==> config.mk <==
export PLATFORM = sky130hd
export DESIGN_NAME = nmi_arbiter_flat
export DESIGN_NICKNAME = d
export VERILOG_FILES = /design/src/rtl/nmi_arb_pkg.sv /design/src/rtl/nmi_if.sv /design/src/rtl/nmi_rr_sel.sv /design/src/rtl/nmi_arbiter.sv /design/src/flat_wrapper.sv
export SDC_FILE = /design/constraint.sdc
export NUM_CORES = 1
export LEC_CHECK = 0
export BUFFER_PORTS_ARGS = -buffer_cell sky130_fd_sc_hd__buf_2
export CAP_MARGIN = 10
export CELL_PAD_IN_SITES_DETAIL_PLACEMENT = 2
export CELL_PAD_IN_SITES_GLOBAL_PLACEMENT = 2
export CORE_ASPECT_RATIO = 1.1
export CORE_MARGIN = 2
export CORE_UTILIZATION = 17
export DETAILED_ROUTE_END_ITERATION = 8
export GPL_TIMING_DRIVEN = 0
export HOLD_SLACK_MARGIN = 0.03
export PLACE_DENSITY = 0.87
export REMOVE_ABC_BUFFERS = 1
export SETUP_SLACK_MARGIN = 0.15
export SLEW_MARGIN = 5
export SYNTH_ARGS = -nofsm -noshare
export SYNTH_HDL_FRONTEND = slang
export SYNTH_SLANG_ARGS = --single-unit
==> constraint.sdc <==
create_clock -name clk_i -period 3.4 [get_ports clk_i]
set_clock_uncertainty 0.1 [all_clocks]
set_input_delay 0.68 -clock clk_i [delete_from_list [all_inputs] [get_ports clk_i]]
set_output_delay 0.68 -clock clk_i [all_outputs]
set_load 0.005 [all_outputs]
==> src/rtl/nmi_arb_pkg.sv <==
// Shared types and constants for the NMI round-robin arbiter.
package nmi_arb_pkg;

  localparam int unsigned NMI_AW = 32;
  localparam int unsigned NMI_DW = 32;
  localparam int unsigned NMI_SW = 4;

  localparam logic [NMI_DW-1:0] ERR_RDATA_DEFAULT = 32'hDEAD_BEEF;

  typedef enum logic [1:0] {
    ARB_IDLE = 2'd0,
    ARB_BUSY = 2'd1,
    ARB_ERR  = 2'd2
  } arb_state_e;

endpackage

==> src/rtl/nmi_if.sv <==
// picorv32-style native memory interface: valid/addr/wdata/wstrb out, rdata/ready back.
interface nmi_if;
  import nmi_arb_pkg::*;

  logic              valid;
  logic [NMI_AW-1:0] addr;
  logic [NMI_DW-1:0] wdata;
  logic [NMI_SW-1:0] wstrb;
  logic [NMI_DW-1:0] rdata;
  logic              ready;

  modport master (output valid, addr, wdata, wstrb, input rdata, ready);
  modport slave  (input valid, addr, wdata, wstrb, output rdata, ready);
endinterface

==> src/rtl/nmi_rr_sel.sv <==
// Combinational round-robin picker: first set request after rr_ptr_i, wrapping.
module nmi_rr_sel #(
  parameter  int unsigned NUM_MASTER = 2,
  localparam int unsigned IW         = $clog2(NUM_MASTER)
) (
  input  logic [NUM_MASTER-1:0] req_i,
  input  logic [IW-1:0]         rr_ptr_i,
  output logic [NUM_MASTER-1:0] gnt_o,
  output logic [IW-1:0]         idx_o
);

  logic        w_found;
  int unsigned w_k;

  always_comb begin
    gnt_o   = '0;
    idx_o   = '0;
    w_found = 1'b0;
    w_k     = 0;
    for (int unsigned i = 1; i <= NUM_MASTER; i++) begin
      w_k = (32'(rr_ptr_i) + i) % NUM_MASTER;
      if (!w_found && req_i[IW'(w_k)]) begin
        w_found            = 1'b1;
        idx_o              = IW'(w_k);
        gnt_o[IW'(w_k)]    = 1'b1;
      end
    end
  end

endmodule

==> src/rtl/nmi_arbiter.sv <==
// Round-robin arbiter sharing one NMI slave port among NUM_MASTER requesters,
// with a per-transaction watchdog that completes hung accesses with an error word.
module nmi_arbiter
  import nmi_arb_pkg::*;
#(
  parameter  int unsigned NUM_MASTER     = 2,
  parameter  int unsigned TIMEOUT_CYCLES = 1024,
  parameter  logic [31:0] ERR_RDATA      = ERR_RDATA_DEFAULT,
  localparam int unsigned IW             = $clog2(NUM_MASTER),
  localparam int unsigned CW             = (TIMEOUT_CYCLES == 0) ? 1 : $clog2(TIMEOUT_CYCLES + 1)
) (
  input  logic                         clk_i,
  input  logic                         rst_i,
  input  logic [NUM_MASTER-1:0]        m_valid_i,
  input  logic [NUM_MASTER-1:0][31:0]  m_addr_i,
  input  logic [NUM_MASTER-1:0][31:0]  m_wdata_i,
  input  logic [NUM_MASTER-1:0][3:0]   m_wstrb_i,
  output logic [NUM_MASTER-1:0][31:0]  m_rdata_o,
  output logic [NUM_MASTER-1:0]        m_ready_o,
  nmi_if.master                        nmi,
  output logic [NUM_MASTER-1:0]        grant_o,
  output logic                         timeout_o,
  output logic [IW-1:0]                timeout_id_o,
  input  logic                         timeout_clr_i
);

  arb_state_e            r_state, w_state_n;
  logic [NUM_MASTER-1:0] r_grant, w_grant_n;
  logic [IW-1:0]         r_ptr, w_ptr_n;
  logic [CW-1:0]         r_cnt, w_cnt_n;
  logic                  r_timeout, w_timeout_n;
  logic [IW-1:0]         r_timeout_id, w_timeout_id_n;
  logic [NUM_MASTER-1:0] w_sel_gnt;
  logic [IW-1:0]         w_sel_idx;

  nmi_rr_sel #(.NUM_MASTER(NUM_MASTER)) u_sel (
    .req_i    (m_valid_i),
    .rr_ptr_i (r_ptr),
    .gnt_o    (w_sel_gnt),
    .idx_o    (w_sel_idx)
  );

  // r_ptr doubles as the owner index while a grant is held.
  always_ff @(posedge clk_i or posedge rst_i) begin
    if (rst_i) begin
      r_state      <= ARB_IDLE;
      r_grant      <= '0;
      r_ptr        <= IW'(NUM_MASTER - 1);
      r_cnt        <= '0;
      r_timeout    <= 1'b0;
      r_timeout_id <= '0;
    end else begin
      r_state      <= w_state_n;
      r_grant      <= w_grant_n;
      r_ptr        <= w_ptr_n;
      r_cnt        <= w_cnt_n;
      r_timeout    <= w_timeout_n;
      r_timeout_id <= w_timeout_id_n;
    end
  end

  // Next state, watchdog, sticky flag and the combinational bus mux.
  always_comb begin
    w_state_n      = r_state;
    w_grant_n      = r_grant;
    w_ptr_n        = r_ptr;
    w_cnt_n        = r_cnt;
    w_timeout_n    = r_timeout & ~timeout_clr_i;
    w_timeout_id_n = r_timeout_id;
    nmi.valid      = 1'b0;
    nmi.addr       = '0;
    nmi.wdata      = '0;
    nmi.wstrb      = '0;
    m_ready_o      = '0;
    m_rdata_o      = '0;
    unique case (r_state)
      ARB_IDLE: begin
        if (|m_valid_i) begin
          w_state_n = ARB_BUSY;
          w_grant_n = w_sel_gnt;
          w_ptr_n   = w_sel_idx;
          w_cnt_n   = '0;
        end
      end
      ARB_BUSY: begin
        nmi.valid          = m_valid_i[r_ptr];
        nmi.addr           = m_addr_i[r_ptr];
        nmi.wdata          = m_wdata_i[r_ptr];
        nmi.wstrb          = m_wstrb_i[r_ptr];
        m_ready_o[r_ptr]   = nmi.ready;
        m_rdata_o[r_ptr]   = nmi.rdata;
        if (nmi.ready || !m_valid_i[r_ptr]) begin
          w_state_n = ARB_IDLE;
          w_grant_n = '0;
        end else if (TIMEOUT_CYCLES != 0 && r_cnt == CW'(TIMEOUT_CYCLES - 1)) begin
          w_state_n = ARB_ERR;
        end else if (r_cnt != '1) begin
          w_cnt_n = r_cnt + CW'(1);
        end
      end
      ARB_ERR: begin
        m_ready_o[r_ptr] = 1'b1;
        m_rdata_o[r_ptr] = ERR_RDATA;
        w_timeout_n      = 1'b1;
        if (!r_timeout) w_timeout_id_n = r_ptr;
        w_state_n        = ARB_IDLE;
        w_grant_n        = '0;
      end
      default: begin
        w_state_n = ARB_IDLE;
        w_grant_n = '0;
      end
    endcase
  end

  assign grant_o      = r_grant;
  assign timeout_o    = r_timeout;
  assign timeout_id_o = r_timeout_id;

endmodule
==> src/flat_wrapper.sv <==
// flat-port wrapper written by rule: the top's interface ports become plain ports
module nmi_arbiter_flat import nmi_arb_pkg::*;
#(
  parameter  int unsigned NUM_MASTER     = 2,
  parameter  int unsigned TIMEOUT_CYCLES = 1024,
  parameter  logic [31:0] ERR_RDATA      = ERR_RDATA_DEFAULT,
  localparam int unsigned IW             = $clog2(NUM_MASTER),
  localparam int unsigned CW             = (TIMEOUT_CYCLES == 0) ? 1 : $clog2(TIMEOUT_CYCLES + 1)
)
  (clk_i, rst_i, m_valid_i, m_addr_i, m_wdata_i, m_wstrb_i, m_rdata_o, m_ready_o, grant_o, timeout_o, timeout_id_o, timeout_clr_i, nmi_valid, nmi_addr, nmi_wdata, nmi_wstrb, nmi_rdata, nmi_ready);
  nmi_if nmi_i ();
  input  logic clk_i;
  input  logic rst_i;
  input  logic [NUM_MASTER-1:0] m_valid_i;
  input  logic [NUM_MASTER-1:0][31:0] m_addr_i;
  input  logic [NUM_MASTER-1:0][31:0] m_wdata_i;
  input  logic [NUM_MASTER-1:0][3:0] m_wstrb_i;
  output logic [NUM_MASTER-1:0][31:0] m_rdata_o;
  output logic [NUM_MASTER-1:0] m_ready_o;
  output logic [NUM_MASTER-1:0] grant_o;
  output logic timeout_o;
  output logic [IW-1:0] timeout_id_o;
  input  logic timeout_clr_i;
  output wire logic [$bits(nmi_i.valid)-1:0] nmi_valid;
  output wire logic [$bits(nmi_i.addr)-1:0] nmi_addr;
  output wire logic [$bits(nmi_i.wdata)-1:0] nmi_wdata;
  output wire logic [$bits(nmi_i.wstrb)-1:0] nmi_wstrb;
  input wire logic [$bits(nmi_i.rdata)-1:0] nmi_rdata;
  input wire logic [$bits(nmi_i.ready)-1:0] nmi_ready;
  assign nmi_valid = nmi_i.valid;
  assign nmi_addr = nmi_i.addr;
  assign nmi_wdata = nmi_i.wdata;
  assign nmi_wstrb = nmi_i.wstrb;
  assign nmi_i.rdata = nmi_rdata;
  assign nmi_i.ready = nmi_ready;
  nmi_arbiter #(.NUM_MASTER(NUM_MASTER), .TIMEOUT_CYCLES(TIMEOUT_CYCLES), .ERR_RDATA(ERR_RDATA)) u_core (.clk_i(clk_i), .rst_i(rst_i), .m_valid_i(m_valid_i), .m_addr_i(m_addr_i), .m_wdata_i(m_wdata_i), .m_wstrb_i(m_wstrb_i), .m_rdata_o(m_rdata_o), .m_ready_o(m_ready_o), .nmi(nmi_i), .grant_o(grant_o), .timeout_o(timeout_o), .timeout_id_o(timeout_id_o), .timeout_clr_i(timeout_clr_i));
endmodule
==> flow_metrics.tcl <==
set metrics [dict create \
    postLayoutCellArea_um2 4880 \
    area_delta_synth_final_pct 63.32 \
    wl_per_cell_um 18.11 \
    fp.dieH_um 143.0 \
    drt_pass1_iterations 4 \
    reg2reg_from "u_core.r_ptr$_DFFE_PP1P_" \
    pwr-share-seq_pct 11.1 \
    tritoncts "built" \
    crit_fanout 40 \
    grt_overflow_total 0 \
    ant_nets 0 \
    antenna_found_initial 0 \
    routed_wl_um 16840 \
    min_period_ps 3040 \
    critical_path.endpoint_type "output port" \
    dr.first_iter.drc_count 106 \
    via_count 4123 \
    switching_share_pct 48.10 \
    required_ps 2620 \
    synth_top_area_share_pct 23.12 \
    cts_buffers 3 \
    whs_ps 393.6 \
    p_sw_uw 1477 \
    synthDistinctLibCells 42 \
    pwr-share-clk_pct 8.7 \
    slew_headroom_pct 40.39 \
    synth.most_common_cell "nor2b_1" \
    reg2reg_depth 4 \
    grt_max_degree 65 \
    htree_levels 1 \
    fp.dieW_um 130.4 \
    path_clk_slew_ps 60 \
    ys.flop_type "dfrtp_1" \
    synth_area_um2 2988 \
    synth_seq_cells 18 \
    synth.largest_area_cell "mux2i_1" \
    clk_path_buf_depth 2 \
    clock_latency_ps 250 \
    grt_pass1_wl_um 23630 \
    ys_seq_area_share_pct 15.12 \
    cts_sinks 18 \
    status "finished clean" \
    combPwrFrac_pct 80.2 \
    pin_count 313 \
    crit_arrival_ps 2260 \
    tightest_slew_ps 894.1 \
    fin_nets 876 \
    hp-class "register to register" \
    dp_hpwl_um 14190 \
    min_path_cells 1 \
    maxCapViolCount 0 \
    postSynthAreaPerCell_um2 7.235 \
    antenna_cells 0 \
    r2r_end "u_core.r_cnt[6]$_DFFE_PP0P_" \
    cts_root_buf "clkbuf_16" \
    worst_setup_path_start_kind "register" \
    met1_usage_pct 19.44 \
    fmax_mhz 328.9 \
    post-route-period-util_pct 89.42 \
    synthTopCellsByArea "mux2i_1, nor2b_1, dfrtp_1, a21boi_0, nand2_1" \
    power_density_nw_per_um2 629.5 \
    ys_warn_count 0 \
    internal_power_uw 1594 \
    ir_worst_vdd_uv 360.3 \
    grt.total_usage_pct 16.27 \
    placed_area_um2 4756 \
    timing.reg2reg.setup_slack_ps 850 \
    hold_start "u_core.r_cnt[10]$_DFFE_PP0P_" \
    vias_per_cell 4.433 \
    holdPathEnd "u_core.r_cnt[10]$_DFFE_PP0P_" \
    power_leakage_uw 0.002722 \
    core_area_um2 17140 \
    setup_viol 0 \
    design.die.area_um2 18650 \
    grt_util_met2_pct 29.68 \
    grt_pass1_vias 4254 \
    synth_cells 413 \
    drc_errors 0 \
    io_buffers 312 \
    initial_core_util_pct 17.43 \
    final_hold_viol_count 0 \
    rows 50 \
    rsz0062_at_grt "no" \
    finalMaxSlewViolations 0 \
    gp_congestion 0.7498 \
    grtUsageMet3_pct 2.997 \
    synthArstFlopShare_pct 100.0 \
    grt-busiest-layer "met2" \
    ys_top_cells_by_count "nor2b_1, mux2i_1, nand2_1, a21boi_0, clkbuf_1" \
    tns_ps 0 \
    holdBufCountCts 0 \
    critPathKind "register to output port" \
    total_power_uw 3072 \
    drive_above_1_share_pct 47.84 \
    synth_enable_flop_cells 0 \
]
## power by group through the flow
| stage | clock network (uW) | logic, uW | registers [uW] |
|---|---|---|---|
| after detailed placement | 0 | 2450 | 346 |
| after global placement | 0 | 2230 | 506 |
| after floorplan | 0 | 1230 | 444 |
| after global routing | 283 | 2690 | 351 |
| after CTS | 272 | 2470 | 346 |
| final | 267 | 2460 | 342 |
## per-layer routing
metal | part of all wire [%] | vias to the layer above
li1 | - | 1974
met2 | 50 | 208
met4 | 2.4 | 0
met1 | 40 | 1918
met3 | 7.3 | 23
met5 | 0 | -
## metrics by stage
step	instances	utilization, %	worst slack [ps]
after global routing	930	28.47	162.4
after floorplan	375	-	-128.7
after CTS	928	28.34	167.9
after detailed placement	924	27.74	-170.9
final	930	28.47	359.6
after global placement	921	27.28	-1913
## sequential cells by signal, indices dropped and copies added, names as in the netlist
register	cells
u_core.timeout_id_o	1
u_core.grant_o	2
u_core.timeout_o	1
u_core.r_ptr	1
u_core.r_cnt	11
u_core.r_state	2
## worst max path at each step
stage                                        from       endpoint  slack [ps]  cells after the start
global placement    u_core.r_state[1]$_DFFE_PP0P_  m_rdata_o[28]       -1910                      6
detailed placement  u_core.r_state[1]$_DFFE_PP0P_  m_rdata_o[44]        -170                      7
CTS                 u_core.r_state[1]$_DFFE_PP0P_  m_rdata_o[28]         170                      8
finish              u_core.r_state[1]$_DFFE_PP0P_  m_rdata_o[28]         360                      8
floorplan                u_core.r_ptr$_DFFE_PP1P_  m_rdata_o[32]        -130                      2
global route        u_core.r_state[1]$_DFFE_PP0P_   m_rdata_o[7]         160                      8
## cell usage in the layout, fill, tap and decap left out, types with 2 or more instances in the layout
| cell type | n |
|---|---|
| ha_1 | 3 |
| nor3_1 | 5 |
| nand4_1 | 2 |
| nor4_1 | 2 |
| a21oi_1 | 5 |
| mux2_2 | 2 |
| a311oi_1 | 2 |
| nand2b_1 | 3 |
| nand2_1 | 66 |
| o21ai_0 | 7 |
| inv_1 | 11 |
| a31oi_1 | 6 |
| nand3_1 | 4 |
| mux2i_1 | 69 |
| nor3b_1 | 2 |
| buf_8 | 2 |
| a21o_1 | 2 |
| nor2_1 | 23 |
| buf_2 | 312 |
| a21boi_0 | 50 |
| dfrtp_1 | 17 |
| nor2b_1 | 70 |
| clkbuf_16 | 3 |
| or3_1 | 2 |
## what timing repair did
| action | in CTS | in global routing |
|---|---|---|
| pin swaps | 0 | 1 |
| resized for setup | 3 | 0 |
| endpoints found under the setup margin | 47 | 23 |
| buffers inserted | 0 | 2 |
## cells by family (layout without fill, tap and decap cells)
family | count (synthesis) | after routing | share of synthesized area, %
AO/OA/AOI/OAI | 81 | 81 | 19.68
adder cells (fa/ha/maj) | 5 | 5 | 2.094
buffers and inverters | 49 | 332 | 6.910
flip-flops | 18 | 18 | 15.12
multiplexers | 71 | 71 | 23.87
AND/OR/NAND/NOR | 189 | 189 | 32.33
## worst max-delay path, stage by stage (launching register included)
cell,delay [ps]
dfrtp_1,420
inv_1,170
ha_4,260
buf_12,200
nor2b_2,290
buf_8,220
nand2_1,110
a21boi_0,170
buf_2,150
## layout make-up
class | count | area [um^2]
clock buffers | 4 | 88.84
fillers | 2111 | 12260
inverters | 11 | 41.29
multi-input cells | 346 | 2355
flip-flops and latches | 18 | 455.4
well taps | 234 | 292.8
repair buffers | 317 | 1647
No activity file was read; power rests on OpenSTA's default activity.
